--- src/rtl/fifo_push_arbiter.sv ---
// Round-robin arbiter that shares one req/ack FIFO push port between NREQ requesters.
// It registers the winning item, holds it until push_ack, and flags grants that wait too long.
module fifo_push_arbiter #(
  parameter int NREQ  = 4,
  parameter int WIDTH = 8,
  parameter int TMO   = 15,
  parameter int TW    = 4,
  localparam int IW   = $clog2(NREQ)
) (
  input  logic                  clk,
  input  logic                  resetn,
  input  logic [NREQ-1:0]       req,
  input  logic [NREQ*WIDTH-1:0] data_in,
  output logic [NREQ-1:0]       ack,
  output logic                  push_req,
  output logic [WIDTH-1:0]      push_data,
  input  logic                  push_ack,
  input  logic                  full,
  output logic [IW-1:0]         grant_id,
  output logic                  busy,
  output logic                  timeout
);

  // Handshake: push_req/push_data stay fixed from grant until the cycle push_ack
  // is seen with push_req high; that cycle is the transfer and ack[grant_id] pulses.
  typedef enum logic {IDLE = 1'b0, ISSUE = 1'b1} state_t;

  localparam logic [IW:0]    NREQ_W   = (IW+1)'(NREQ);
  localparam logic [IW-1:0]  LAST_IDX = IW'(NREQ - 1);
  localparam logic [TW-1:0]  TMO_M1   = TW'(TMO - 1);
  localparam logic [TW-1:0]  TMAX     = {TW{1'b1}};

  state_t           state_q, state_d;
  logic             push_req_q, push_req_d;
  logic [WIDTH-1:0] push_data_q, push_data_d;
  logic [IW-1:0]    grant_id_q, grant_id_d;
  logic [IW-1:0]    ptr_q, ptr_d;
  logic [TW-1:0]    timer_q, timer_d;
  logic             timeout_q, timeout_d;

  logic             win_found;
  logic [IW-1:0]    win_idx;
  logic [IW:0]      cand;

  // Scan from ptr upward, wrapping by compare so non-power-of-2 NREQ works.
  always_comb begin
    win_found = 1'b0;
    win_idx   = '0;
    cand      = '0;
    for (int k = 0; k < NREQ; k++) begin
      cand = {1'b0, ptr_q} + (IW+1)'(k);
      if (cand >= NREQ_W) cand = cand - NREQ_W;
      if (!win_found && req[cand[IW-1:0]]) begin
        win_found = 1'b1;
        win_idx   = cand[IW-1:0];
      end
    end
  end

  always_comb begin
    state_d     = state_q;
    push_req_d  = push_req_q;
    push_data_d = push_data_q;
    grant_id_d  = grant_id_q;
    ptr_d       = ptr_q;
    timer_d     = timer_q;
    timeout_d   = 1'b0;
    case (state_q)
      IDLE: begin
        if (win_found && !full) begin
          state_d     = ISSUE;
          push_req_d  = 1'b1;
          push_data_d = data_in[win_idx*WIDTH +: WIDTH];
          grant_id_d  = win_idx;
          timer_d     = '0;
        end
      end
      ISSUE: begin
        if (push_ack) begin
          state_d    = IDLE;
          push_req_d = 1'b0;
          ptr_d      = (grant_id_q == LAST_IDX) ? '0 : grant_id_q + 1'b1;
        end else begin
          if (timer_q != TMAX) timer_d = timer_q + 1'b1;
          // The timer passes TMO-1 -> TMO only once per grant, so this pulses once.
          if (timer_q == TMO_M1) timeout_d = 1'b1;
        end
      end
      default: state_d = IDLE;
    endcase
  end

  always_ff @(posedge clk or negedge resetn) begin
    if (!resetn) begin
      state_q     <= IDLE;
      push_req_q  <= 1'b0;
      push_data_q <= '0;
      grant_id_q  <= '0;
      ptr_q       <= '0;
      timer_q     <= '0;
      timeout_q   <= 1'b0;
    end else begin
      state_q     <= state_d;
      push_req_q  <= push_req_d;
      push_data_q <= push_data_d;
      grant_id_q  <= grant_id_d;
      ptr_q       <= ptr_d;
      timer_q     <= timer_d;
      timeout_q   <= timeout_d;
    end
  end

  always_comb begin
    ack = '0;
    if (push_req_q && push_ack) ack[grant_id_q] = 1'b1;
  end

  assign push_req  = push_req_q;
  assign push_data = push_data_q;
  assign grant_id  = grant_id_q;
  assign busy      = push_req_q;
  assign timeout   = timeout_q;

endmodule

--- config.mk ---
export PLATFORM = sky130hd
export DESIGN_NAME = fifo_push_arbiter
export DESIGN_NICKNAME = d
export VERILOG_FILES = /design/src/rtl/fifo_push_arbiter.sv
export SDC_FILE = /design/constraint.sdc
export NUM_CORES = 1
export LEC_CHECK = 0
export BUFFER_PORTS_ARGS = -buffer_cell sky130_fd_sc_hd__buf_2
export CORE_MARGIN = 2
export CORE_UTILIZATION = 48
export DETAILED_ROUTE_END_ITERATION = 16
export HOLD_SLACK_MARGIN = 0.03
export PLACE_DENSITY_LB_ADDON = 0.25
export REMOVE_ABC_BUFFERS = 1
export SLEW_MARGIN = 30
export SYNTH_ARGS = -nofsm -noshare
export SYNTH_HDL_FRONTEND = slang
export SYNTH_SLANG_ARGS = --single-unit
--- constraint.sdc ---
create_clock -name clk -period 2.4 [get_ports clk]
set_input_delay 0 -clock clk [delete_from_list [all_inputs] [get_ports clk]]
set_output_delay 0 -clock clk [all_outputs]
set_load 0.05 [all_outputs]
# Word-level counts from Yosys, hierarchy flattened
# Index checks and enable logic that the tools add are counted.
[op_classes] n_addsub=9 n_mul=0 n_div=0 order_cmp=10 eq_ne=7 shifts=1 mux=37 bitwise=1 reduce_logical=14
[ops] operator="indexed part select 32 x 6 -> 8 bit" count=1
[ops] operator="2-to-1 mux 2 bit" count=9
[ops] operator="2-to-1 mux 1 bit" count=16
[ops] operator="2-to-1 mux 4 bit" count=4
[ops] operator="less-than comparator 2 x 3 -> 1 bit (second input constant)" count=5
[ops] operator="greater-or-equal comparator 3 bit (second input constant)" count=3
[ops] operator="binary-select mux 1 bit (select 2 bit)" count=4
[ops] operator="case mux 4 bit (2 select lines)" count=1
[ops] operator="subtractor 2 x 1 -> 2 bit (second input constant)" count=4
[ops] operator="adder 2 x 2 -> 3 bit (second input constant)" count=2
[ops] operator="logical AND 1 bit" count=6
[ops] operator="inequality test 2 bit (second input constant)" count=3
[ops] operator="AND reduction 2 bit" count=3
[ops] operator="adder 4 x 1 -> 4 bit (second input constant)" count=1
[ops] operator="equality test 4 bit (second input constant)" count=1
[ops] operator="logical NOT 1 bit" count=4
[ops] operator="inequality test 4 bit (second input constant)" count=1
[ops] operator="case mux 1 bit (2 select lines)" count=2
[ops] operator="adder 2 x 1 -> 3 bit (second input constant)" count=1
[ops] operator="greater-or-equal comparator 2 x 3 -> 1 bit (second input constant)" count=1
[ops] operator="AND reduction 3 bit" count=1
[ops] operator="adder 2 x 1 -> 2 bit (second input constant)" count=1
[ops] operator="demux 1 bit (select 2 bit)" count=1
[ops] operator="equality test 2 bit (second input constant)" count=1
[ops] operator="3 further kinds" count=3
[totals] reg_bits=19 latch_bits=0 ramBits=0 rom_bits=0 input_bits=40 out_inout_bits=17 word_cells=86 mem_count=0

# Longest topological paths before layout
[logic_depth] word_depth=17 depth_mapped=6 depth_no_buf=6

# Worst setup path after synthesis
# OpenSTA, ideal clock, no wires.
[synth_path] path_type="register to register" from="reg ptr_q[1]" to="reg push_data_q[0], in the netlist push_data[0]" t_arrival_ns=1.409 required_time_ns=2.262 setup_slack_ns=0.853 stages_incl_launch_ff=7 n_path_buf=1 synth_period_minus_slack_ns=1.547 path_cell_list="dfrtp_1 -> mux2i_1 -> o2bb2ai_2 -> nor2_4 -> buf_8 -> mux2i_1 -> o221ai_1"
[synth_between] elab_chain_len=16 word_cells_on_any_way=40 cone_classes="7 x add/sub; 4 x order compare; 1 x shift; 20 x mux; 8 x reduce/logical"
[synth_lines] element="start, declared" line="37" rtl="logic [IW-1:0] ptr_q, ptr_d;"
[synth_lines] element="start signal, assigned" line="107" rtl="ptr_q <= ptr_d;"
[synth_lines] element="parallel branches: the longest is 16 deep, another holds adder 2 x 1 -> 3 bit"
[synth_lines] element="end signal, assigned" line="105" rtl="push_data_q <= push_data_d;"
[synth_lines] element="end, declared" line="35" rtl="logic [WIDTH-1:0] push_data_q, push_data_d;"
# Several ways; the timed one is not identified. The select of a mux whose other input is x is not followed.
# A chain may end at the register's enable or synchronous reset.

# Final worst setup path
# Same ends and word-level chain as after synthesis.

==> impl_metrics.csv <==
group,metric,value,unit
outcome,status,"complete, no violations",
layout,drive_gt1_share,37.5,%
min_path,hold_path_class,"primary input to flip-flop",
synth,ys_ff_latch,19,
synth,ys_warn_count,0,
floorplan,fp.dieW,52.9,um
setup_path,r2r_slack,0.24,ns
floorplan,initial_utilization,51.4,%
floorplan,io_pins,57,
sta,slew_headroom,63.8,%
synth,synthTopCellsByCount,"dfrtp_1, mux2i_1, nand2_1",
synth,synth_enable_flop_cells,0,
sta,fin_skew,0.00653,ns
flow_run,max-cap-violations,0,
synth,syn_inst,111,
setup_path,crit_fanout,10,
synth,yosysMostFrequentCell,"dfrtp_1",
setup_path,regToRegStartpoint,"ptr_q[1]",
place,gp_congestion,0.782,
layout,area_growth,41.4,%
clock_tree,cts-root-buf,"clkbuf_4",
setup_path,r2r-end,"push_data[0]",
synth,synth_flop_cell,"dfrtp_1",
setup_path,arrival,2.33,ns
synth,syn-cell-area,0.00115,sq mm
clock_tree,insertion_delay,0.30,ns
min_path,hold_end,"push_data[3]",
clock_tree,cts.sink_count,19,
clock_tree,clkTransAtPathRegs,0.12,ns
clock_tree,clock_path_buffers,2,
synth,syn_area_per_cell,10.3,sq um
sta,fin_setup_tns,0,ns
layout,utilization,72.7,%
floorplan,dieArea,0.00280,sq mm
pwr,power_density,1080,mW/mm^2
layout,fill_cells,165,
sta,max_freq,462,MHz
place,dp_hpwl,2.13,mm
clock_tree,cts_resized,0,
sta,rsz0062_at_grt,"false",
floorplan,core.rowCount,17,
routing,drt-vias-per-instance,5.33,
sta,whs,0.0286,ns
setup_path,startpoint_type,"flip-flop",
clock_tree,cts-buffers-inserted,3,
global_routing,antenna_found_initial,0,
setup_path,reg2regPathDepth,7,
clock_tree,htree_num_levels,1,
synth,ys_seq_area_share,41.4,%
sta,hold_viol_final,0,
routing,drtPass1Iterations,4,
floorplan,die_h,52.9,um
layout,antennaDiodeCount,0,
min_path,hold_start,"data_in[3]",
routing,drtIter0Drc,37,
global_routing,grt_pass1_wl,4.65,mm
sta,finalMaxSlewViolations,0,
synth,synth.distinct_cells,31,
clock_tree,cts_tree,"built",
global_routing,track_usage,23.4,%
floorplan,core_area,0.00223,sq mm
synth,synth_top_area_share,41.4,%
routing,num_vias,1131,
pwr,power_leakage,0.000872,uW
routing,ant_nets,0,
sta,period_needed,2.16,ns
min_path,hold_depth,3,
synth,synth_area_leaders,"dfrtp_1, mux2i_1, ha_1",
sta,setup_viol,0,
global_routing,grt_max_degree,20,
sta,setup_ws,0.238,ns
sta,worstMarginPinSlew,0.539,ns
global_routing,gr-total-overflow,0,
routing,drc,0,
synth,async_flop_share,100,%
place,dp_slack,0.511,ns
setup_path,crit_required,2.57,ns
setup_path,path_class,"flip-flop to flip-flop",
pwr,peakVddDrop,0.766,mV
place,port_buffers,56,
routing,wire_per_inst,14.9,um
pwr,p_total,1760,uW
routing,routed_wl,3.17,mm
global_routing,grt_pass1_vias,1017,
setup_path,worst_setup_path_end_kind,"flip-flop",
layout,final_nets,231,
synth,synth_top_area_cell,"dfrtp_1",
sta,fin_crit_sh,90.1,%
registers in the layout (all words and copies together) (netlist names):
name / cells
push_data: 8
timer_q: 4
grant_id: 2
ptr_q: 2
busy: 1
state_q: 1
timeout: 1
final cells by class:
class | instances | area, sq um | area share [%]
multi-input cells | 83 | 617 | 38.0
flip-flops and latches | 19 | 475 | 29.3
repair buffers | 73 | 450 | 27.7
well taps | 28 | 35.0 | 2.16
clock buffers | 3 | 22.5 | 1.39
inverters | 5 | 18.8 | 1.16
clock inverters | 1 | 5.00 | 0.308
repair_timing:
| item | 4_1_cts | 5_1_grt |
|---|---|---|
| hold endpoints to repair | 23 | 0 |
| buffers inserted | 0 | 4 |
| hold buffers | 12 | 0 |
| endpoints found under the setup margin | 0 | 4 |
worst max-delay path, stage by stage, from the launching register on:
cell and delay, ns:
dfrtp_1 0.45, mux2i_1 0.26, o2bb2ai_2 0.11, nor2_4 0.13, buf_12 0.14, mux2i_1 0.22, dlygate4sd3_1 0.59, o221ai_1 0.13
metrics by stage:
step | cells | instance area [sq um]
after floorplan | 107 | 1110
after global placement | 192 | 1430
after detailed placement | 192 | 1430
after CTS | 208 | 1580
after global routing | 212 | 1620
final | 212 | 1620
per-layer routing:
metal  global-route usage [%]  routed length (um)
met1                     30.0                1230
met2                     40.4                1740
met3                     3.39                 193
met4                     7.69                   5
met5                        0                   0
power by group:
group          total [uW]  leakage [uW]  internal (uW)  switching, uW
registers             544      0.000239            441            103
logic                1050      0.000615            373            675
clock network         163     0.0000177           62.0            102
total                1760      0.000872            876            880
cell usage in the layout, fill, tap and decap left out, types with 3 or more instances in the layout:
cell type and count:
dfrtp_1 19, dlygate4sd3_1 12, inv_1 5, nand2_1 16
clkbuf_4 3, o221ai_1 8, and3_1 5, buf_2 56
o21ai_0 4, mux2i_1 17, buf_4 4, nor2_1 4
a21oi_1 3, ha_1 6
how the worst max path moves through the flow:
stage / start / endpoint / slack (ns) / cells after the start
2_1_floorplan: ptr_q[1] / push_data[7] / 0.80 / 5
3_3_place_gp: req[2] / push_data[4] / 0.63 / 5
3_5_place_dp: ptr_q[1] / push_data[6] / 0.51 / 5
4_1_cts: ptr_q[1] / push_data[2] / 0.08 / 6
5_1_grt: ptr_q[1] / push_data[7] / 0.18 / 7
6_report: ptr_q[1] / push_data[0] / 0.24 / 7
logic make-up (layout without fill, tap and decap cells):
group / after synthesis / after routing / share of synthesized area (%)
AO/OA/AOI/OAI: 21 / 21 / 14.1
XOR/XNOR: 2 / 2 / 1.53
adder cells (fa/ha/maj): 6 / 6 / 6.54
buffers and inverters: 9 / 82 / 4.90
flip-flops: 19 / 19 / 41.4
multiplexers: 19 / 19 / 16.8
AND/OR/NAND/NOR: 35 / 35 / 14.8
Power figures use the tool's default switching activity.
